### src/rtl/regfile_bypass.sv
// Parametrised register file: one write port, two registered read ports, optional
// write-to-read bypass, optional hard-wired zero entry and a one-entry-per-cycle sweep clear.
module regfile_bypass #(
  parameter int unsigned DATA_WIDTH = 18,
  parameter int unsigned ADDR_WIDTH = 4,
  parameter bit          ZERO_REG   = 1'b0,
  parameter bit          BYPASS     = 1'b1
) (
  input  logic                  clck,
  input  logic                  reset_enable,
  input  logic                  write_enable,
  input  logic [ADDR_WIDTH-1:0] select_register,
  input  logic [DATA_WIDTH-1:0] data,
  input  logic                  read_enable,
  input  logic [ADDR_WIDTH-1:0] reg_1,
  input  logic [ADDR_WIDTH-1:0] reg_2,
  input  logic                  clear_start,
  output logic [DATA_WIDTH-1:0] read_reg_1_value,
  output logic [DATA_WIDTH-1:0] read_reg_2_value,
  output logic                  read_valid,
  output logic                  clear_busy
);

  localparam int unsigned Depth = 1 << ADDR_WIDTH;

  typedef enum logic {StIdle, StClear} state_e;

  state_e                  state_q, state_d;
  logic [ADDR_WIDTH-1:0]   cnt_q, cnt_d;
  logic [DATA_WIDTH-1:0]   mem_q [Depth];
  logic [DATA_WIDTH-1:0]   mem_d [Depth];
  logic [DATA_WIDTH-1:0]   rd1_q, rd1_d;
  logic [DATA_WIDTH-1:0]   rd2_q, rd2_d;
  logic                    valid_q, valid_d;
  logic                    busy_q, busy_d;

  // Zero entry wins over bypass; bypass wins over the stored value.
  function automatic logic [DATA_WIDTH-1:0] rd_sel(input logic [ADDR_WIDTH-1:0] addr);
    if (ZERO_REG && (addr == '0)) begin
      return '0;
    end else if (BYPASS && write_enable && (select_register == addr)) begin
      return data;
    end else begin
      return mem_q[addr];
    end
  endfunction

  always_comb begin
    mem_d   = mem_q;
    state_d = state_q;
    cnt_d   = cnt_q;
    rd1_d   = rd1_q;
    rd2_d   = rd2_q;
    valid_d = 1'b0;
    busy_d  = busy_q;
    unique case (state_q)
      StIdle: begin
        if (write_enable && !(ZERO_REG && (select_register == '0))) begin
          mem_d[select_register] = data;
        end
        if (read_enable) begin
          rd1_d   = rd_sel(reg_1);
          rd2_d   = rd_sel(reg_2);
          valid_d = 1'b1;
        end
        if (clear_start) begin
          state_d = StClear;
          cnt_d   = '0;
          busy_d  = 1'b1;
        end
      end
      StClear: begin
        mem_d[cnt_q] = '0;
        cnt_d        = cnt_q + 1'b1;
        // Counter wrap marks the last entry; no extra terminal bit needed.
        if (cnt_q == '1) begin
          state_d = StIdle;
          busy_d  = 1'b0;
        end
      end
    endcase
  end

  always_ff @(posedge clck) begin
    if (reset_enable) begin
      state_q <= StIdle;
      cnt_q   <= '0;
      mem_q   <= '{default: '0};
      rd1_q   <= '0;
      rd2_q   <= '0;
      valid_q <= 1'b0;
      busy_q  <= 1'b0;
    end else begin
      state_q <= state_d;
      cnt_q   <= cnt_d;
      mem_q   <= mem_d;
      rd1_q   <= rd1_d;
      rd2_q   <= rd2_d;
      valid_q <= valid_d;
      busy_q  <= busy_d;
    end
  end

  assign read_reg_1_value = rd1_q;
  assign read_reg_2_value = rd2_q;
  assign read_valid       = valid_q;
  assign clear_busy       = busy_q;

endmodule
### config.mk
export PLATFORM = sky130hd
export DESIGN_NAME = regfile_bypass
export DESIGN_NICKNAME = d
export VERILOG_FILES = /design/src/rtl/regfile_bypass.sv
export SDC_FILE = /design/constraint.sdc
export NUM_CORES = 1
export LEC_CHECK = 0
export ABC_AREA = 0
export BUFFER_PORTS_ARGS = -buffer_cell sky130_fd_sc_hd__buf_2
export CORE_MARGIN = 5
export CORE_UTILIZATION = 30
export DETAILED_ROUTE_END_ITERATION = 16
export PLACE_DENSITY_LB_ADDON = 0.12
export SLEW_MARGIN = 40
export SYNTH_ARGS = -nofsm -noshare
export SYNTH_HDL_FRONTEND = slang
export SYNTH_SLANG_ARGS = --single-unit
### constraint.sdc
create_clock -name clck -period 3 [get_ports clck]
set_input_delay 0.6 -clock clck [delete_from_list [all_inputs] [get_ports clck]]
set_output_delay 0.6 -clock clck [all_outputs]
set_load 0.02 [all_outputs]
==> impl_metrics.csv, run 1 <==
group,metric,value,unit
worst_setup_path,crit_slowest_cell,"or4b_1",
yosys,synth_cell_types,44,
worst_setup_path,path_class,"flip-flop to flip-flop",
sta,fin_crit,2.03,ns
sta,final_max_slew_viol_count,0,
pwr,powerDensity,549,nW/um^2
status,status,"complete, no violations",
sta,clock.fmax,0.494,GHz
clock_network,h-tree-depth,2,
worst_setup_path,start_kind,"flip-flop",
hold_path,holdCritPathClass,"input pin to flip-flop",
worst_setup_path,crit_arrival,2.50,ns
layout,multi_input_area,8790,sq um
yosys,ys_seq_elements,331,
yosys,syn-instance-count,1581,
worst_setup_path,critPathTopFamily,"simple AND/OR/NAND/NOR gates",
worst_setup_path,cp_num_buf_inv,1,
placement,hpwlAfterDp,37.7,mm
global_routing,grt_max_degree,90,
sta,grt_setup_unrepaired,"no",
routing,drcViolationCount,0,
routing,drtIter0Drc,1392,
sta,skew,0.0200,ns
worst_setup_path,cpPeakStageDelay,0.75,ns
floorplan,rows,85,
sta,fin_tns_setup,0,ns
layout,fin_nets,1621,
yosys,yosysSeqAreaShare,0.410,
yosys,yosys_warnings,0,
global_routing,antenna_found_initial,2,
worst_setup_path,crit_fanout,15,
clock_network,cts.sinks,331,
placement,port_buffers,72,
yosys,synth_top_area_share,0.410,
worst_setup_path,endpoint_kind,"flip-flop",
worst_setup_path,critPathRequiredTime,3.48,ns
sta,tightest_slew,0.716,ns
floorplan,die_w,242,um
sta,period_share,0.675,
clock_network,cts_max_path_buffers,3,
placement,place_inst,2235,
global_routing,first_global_vias,13100,
floorplan,die_area,58600,sq um
yosys,synth_common_cells,"nor2_1, a22oi_1, dfxtp_1, mux4_2, clkbuf_1",
clock_network,postCtsSetupRepairBufs,0,
clock_network,path_clk_slew,0.06,ns
global_routing,grt_pass1_wl,91.5,mm
routing,drt-total-wl,62.4,mm
routing,wl_per_cell,27.1,um
clock_network,clock_latency,0.56,ns
yosys,synth_most_common_cell,"nor2_1",
yosys,syn_avg_cell_area,10.2,sq um
yosys,synth_top_cell_by_area,"dfxtp_1",
floorplan,coreArea,53600,sq um
clock_network,postCtsResizedCells,0,
pwr,vdd.ir_drop.worst,335,uV
placement,place.gp.congestion,0.800,
sta,hold_viol,0,
global_routing,grt_remaining_overflow,0,
routing,vias_per_cell,5.92,
yosys,synth_edf_count,0,
sta,finalSetupViolCount,0,
clock_network,cts_buffers,40,
layout,nFillCells,5446,
global_routing,grtUsageTotal,0.205,
flow_run,maxCapViolations,0,
clock_network,holdBufCountCts,0,
pwr,leakagePower,6.56,nW
layout,drive_gt1_frac,0.263,
worst_setup_path,cp_cell_sequence,"or4b_1 > nor3_4 > buf_12 > a22oi_1 > nor2_1",
yosys,syn-num-nets,1621,
yosys,async_flop_share,0,
layout,areaGrowthSynthToFinish,15.4,%
floorplan,die_h,242,um
routing,antenna_left,0,
layout,regArea,6630,sq um
floorplan,io-pin-count,73,
floorplan,initial_core_util,0.301,
sta,slew_headroom,0.523,
yosys,synthFlopType,"dfxtp_1",
routing,drt_pass1_iterations,6,
clock_network,cts_tree,"done",
yosys,ys_top_cells_by_area,"dfxtp_1, mux4_2, a22oi_1",
layout,final_cells,2303,
routing,vias,13600,
yosys,netlist_area,16100,sq um
clock_network,cts_root_buf,"clkbuf_16",
## tightest hold or removal path, stage by stage
cell and delay, ns:
buf_2 0.11, nor3_1 0.04, a21oi_1 0.10, nor2_1 0.05
## flip-flops by register name (all words and copies together) (netlist names)
| register | count |
|---|---|
| state_q | 1 |
| read_valid | 1 |
| cnt_q | 4 |
| mem_q | 288 |
| read_reg_1_value | 18 |
| read_reg_2_value | 18 |
| clear_busy | 1 |
## through the flow
stage	power [W]	instance area [sq um]	hold WS, ns	setup slack (ns)	util
3_5_place_dp	0.00562	17400	0.475	0.456	0.324
5_1_grt	0.0106	18600	0.407	0.895	0.348
4_1_cts	0.0104	18600	0.373	0.974	0.347
6_report	0.0102	18600	0.409	0.974	0.348
3_3_place_gp	0.00562	17400	0.462	0.447	0.324
2_1_floorplan	0.00524	16100	0.455	0.745	-
## worst paths after layout
path                from         end  slack (ns)  depth (start not counted)
max              state_q  mem_q[279]        0.97                          5
min          clear_start    cnt_q[1]        0.41                          4
max reg2reg      state_q  mem_q[279]        0.97                          5
min reg2reg     mem_q[0]    mem_q[0]        0.48                          2
## layout make-up
type / instances / share of cell area
repair buffers: 142 / 0.0574
diodes: 1 / 0.000134
clock buffers: 60 / 0.0654
clock inverters: 7 / 0.00208
flip-flops and latches: 331 / 0.356
inverters: 4 / 0.000806
multi-input cells: 1062 / 0.472
well taps: 696 / 0.0467
## where the power goes
| part | internal (W) | switching, W |
|---|---|---|
| Combinational | 0.000330 | 0.000648 |
| Clock | 0.00278 | 0.00192 |
| Sequential | 0.00447 | 0.0000732 |
| Total | 0.00759 | 0.00264 |
## cell families (layout without fill, tap and decap cells)
kind of cell    count (synthesis)  count (layout)  share of synthesized area
compound gates                421             421                      0.200
simple gates                  483             483                      0.129
xor+xnor                        8               8                    0.00434
flops                         331             331                      0.410
mux                           145             145                      0.201
other cells                     0               1                          0
fa+ha+maj                       5               5                    0.00387
buf+inv                       188             213                     0.0511
## per-layer routing
layer | vias up | track usage | wire [um]
li1 | 5979 | - | -
met1 | 6973 | 0.281 | 27100
met2 | 594 | 0.332 | 29300
met3 | 94 | 0.0338 | 4350
met4 | 2 | 0.0646 | 1580
met5 | - | 0 | 20
## cell usage in the layout (no fill, tap or decap), types with 9 or more instances in the layout
cell type,n
clkbuf_8,12
a21oi_1,23
nand2_1,56
buf_12,13
nand3_1,19
buf_2,67
buf_4,61
nor2_1,352
and4b_1,9
dfxtp_1,331
a22oi_1,342
o221a_2,36
mux4_2,144
a21oi_2,10
clkbuf_16,41
Power figures use the tool's default switching activity.
==> inputs of run 2 (changes only) <==
--- a/config.mk
+++ b/config.mk
@@ -5,7 +5,7 @@
 export SDC_FILE = /design/constraint.sdc
 export NUM_CORES = 1
 export LEC_CHECK = 0
-export ABC_AREA = 0
+export ABC_AREA = 1
 export BUFFER_PORTS_ARGS = -buffer_cell sky130_fd_sc_hd__buf_2
 export CORE_MARGIN = 5
 export CORE_UTILIZATION = 30
==> constraint.sdc (replaced) <==
create_clock -name clck -period 2.1 [get_ports clck]
set_input_delay 0.42 -clock clck [delete_from_list [all_inputs] [get_ports clck]]
set_output_delay 0.42 -clock clck [all_outputs]
set_load 0.02 [all_outputs]
==> run 2 against run 1 <==
Synthesized cell count up 88%. Setup slack lost 0.66 ns. Via count is 52% higher. Critical endpoint is now mem_q[234]. First-iteration DRC count is 59% higher. Sequential power up 43%. Global-route usage rose by 4.9 points. Cell area up 21%. Worst hold slack worse by 0.34 ns. Maximum frequency increased by 13%. Clock-buffer cell count rose by 4. Register-to-register slack got worse by 0.66 ns.
==> impl_metrics.csv, run 2 <==
group,metric,value,unit
sta,fin_tns_setup,0,ns
sta,grt_setup_unrepaired,"no",
hold_path,hold_end,"mem_q[239]",
routing,vias,20700,
sta,hold_ws,0.0706,ns
layout,largest-register,"mem_q",
clock_network,holdBufCountCts,0,
pwr,leakagePower,9.28,nW
yosys,synth_top_area_share,0.352,
pwr,vdd.ir_drop.worst,521,uV
yosys,synth_most_common_cell,"inv_1",
clock_network,cts_max_path_buffers,3,
pwr,powerDensity,741,nW/um^2
routing,drtIter0Drc,2216,
yosys,syn_avg_cell_area,6.32,sq um
yosys,ys_seq_elements,331,
clock_network,path_clk_slew,0.06,ns
worst_setup_path,reg2reg_slack,0.31,ns
sta,clock.fmax,0.558,GHz
layout,diodes,0,
status,status,"complete, no violations",
global_routing,grtUsageTotal,0.253,
yosys,ys_top_cells_by_area,"dfxtp_1, nand3_1, inv_1",
floorplan,initial_core_util,0.304,
sta,fin_crit,1.79,ns
yosys,synth_top_cell_by_area,"dfxtp_1",
layout,fin_util,0.363,
routing,vias_per_cell,5.33,
routing,antenna_left,0,
layout,layout_common_cells,"inv_1, nand2_1, nand3_1",
layout,fin_nets,3050,
placement,place.gp.congestion,0.909,
global_routing,first_global_vias,19400,
clock_network,postCtsSetupRepairBufs,0,
global_routing,grt_remaining_overflow,0,
yosys,synth_common_cells,"inv_1, nand2_1, nand3_1, dfxtp_1, nor2_1",
clock_network,cts.sinks,331,
global_routing,grt_pass1_wl,130,mm
hold_path,hp-start,"reset_enable",
worst_setup_path,rr_endpoint,"mem_q[234]",
floorplan,io-pin-count,73,
layout,drive_gt1_frac,0.109,
placement,place_area,21000,sq um
sta,finalSetupViolCount,0,
layout,nFillCells,6713,
floorplan,die_area,67900,sq um
placement,hpwlAfterDp,57.6,mm
routing,drt-total-wl,88.3,mm
yosys,synth_edf_count,0,
clock_network,cts_buffers,42,
worst_setup_path,r2r_start,"state_q",
yosys,yosys_warnings,0,
floorplan,die_h,261,um
worst_setup_path,ff2ff_path_depth,10,
worst_setup_path,crit_arrival,2.21,ns
yosys,yosysSeqAreaShare,0.352,
layout,areaGrowthSynthToFinish,19.4,%
yosys,netlist_area,18800,sq um
worst_setup_path,crit_fanout,13,
floorplan,rows,91,
clock_network,postCtsResizedCells,0,
placement,port_buffers,72,
yosys,syn-num-nets,3019,
sta,final_max_slew_viol_count,0,
routing,drt_pass1_iterations,6,
layout,multi_input_area,9160,sq um
hold_path,min_path_cells,2,
worst_setup_path,start_kind,"flip-flop",
sta,tightest_slew,0.756,ns
floorplan,coreArea,61900,sq um
layout,largest_register_ffs,288,
worst_setup_path,critPathRequiredTime,2.52,ns
sta,period_share,0.853,
layout,final_common_cell,"inv_1",
layout,regArea,6630,sq um
clock_network,cts_root_buf,"clkbuf_16",
global_routing,grt_max_degree,111,
clock_network,clock_latency,0.58,ns
yosys,synth_cell_types,29,
routing,drcViolationCount,0,
global_routing,antenna_found_initial,1,
floorplan,die_w,261,um
sta,slew_headroom,0.493,
worst_setup_path,path_class,"flip-flop to flip-flop",
hold_path,holdCritPathClass,"input pin to flip-flop",
clock_network,cts_tree,"done",
sta,hold_viol,0,
yosys,synthFlopType,"dfxtp_1",
sta,skew,0.0181,ns
yosys,async_flop_share,0,
clock_network,h-tree-depth,2,
yosys,syn-instance-count,2979,
flow_run,maxCapViolations,0,
routing,wl_per_cell,22.8,um
layout,fin_area,22500,sq um
worst_setup_path,endpoint_kind,"flip-flop",
[run 2: cell types whose count changed in the layout (fill, tap and decap cells not counted), moves of 46 or more]
cell,previous run,this run
inv_1,4,520
o21ai_0,1,89
nand2_1,56,513
a21oi_1,23,138
a22oi_1,342,0
nand4_1,3,49
nand3_1,19,411
mux4_2,144,0
nor2_1,352,290
o22ai_1,0,240
o211ai_1,0,97
buf_4,61,107
[run 2: worst max path at each step]
stage | startpoint | endpoint | slack [ns] | cells past startpoint
after global routing | cnt_q[3] | mem_q[100] | 0.18 | 8
after CTS | state_q | mem_q[234] | 0.33 | 10
after floorplan | select_register[3] | mem_q[216] | 0.42 | 8
after global placement | reg_1[3] | read_reg_1_value[6] | 0.05 | 10
final | state_q | mem_q[234] | 0.31 | 10
after detailed placement | reg_1[3] | read_reg_1_value[16] | 0.04 | 10
[run 2: cells by family (layout without fill, tap and decap cells)]
logic type / after synthesis / in the layout / share of synthesized area
simple gates: 1291 / 1291 / 0.301
buf+inv: 783 / 845 / 0.162
compound gates: 569 / 569 / 0.181
flops: 331 / 331 / 0.352
fa+ha+maj: 5 / 5 / 0.00332
[run 2: cell type report]
class / count / area share
clock inverters: 11 / 0.00690
clock buffers: 64 / 0.0577
flip-flops and latches: 331 / 0.295
inverters: 544 / 0.0909
well taps: 837 / 0.0466
multi-input cells: 1865 / 0.407
repair buffers: 226 / 0.0959
[run 2: worst max-delay path, stage by stage (launching register included)]
cell	delay (ns)
dfxtp_1	0.32
inv_2	0.19
nand2_4	0.12
nor2_4	0.11
buf_4	0.25
nand3_4	0.11
nand2_1	0.12
buf_12	0.21
o22ai_1	0.10
inv_1	0.06
nor2_1	0.04
[run 2: per-layer routing]
metal  vias to the layer above  GRT usage  part of all wire
met5                         -          0                 0
met4                         0      0.102             0.044
met3                       172     0.0348             0.078
met2                       928      0.393              0.44
met1                      9809      0.355              0.44
li1                       9764          -                 -
[run 2: metrics by stage]
step	instances	setup WS, ns	power, W
2_1_floorplan	2979	0.422	0.00798
6_report	3878	0.309	0.0167
3_3_place_gp	3803	0.0547	0.00902
5_1_grt	3878	0.183	0.0172
3_5_place_dp	3803	0.0392	0.00903
4_1_cts	3878	0.326	0.0168
[run 2: power by group]
group	switching [W]	internal, W
clock network	0.00301	0.00473
registers	0.0000938	0.00640
logic	0.00170	0.000732
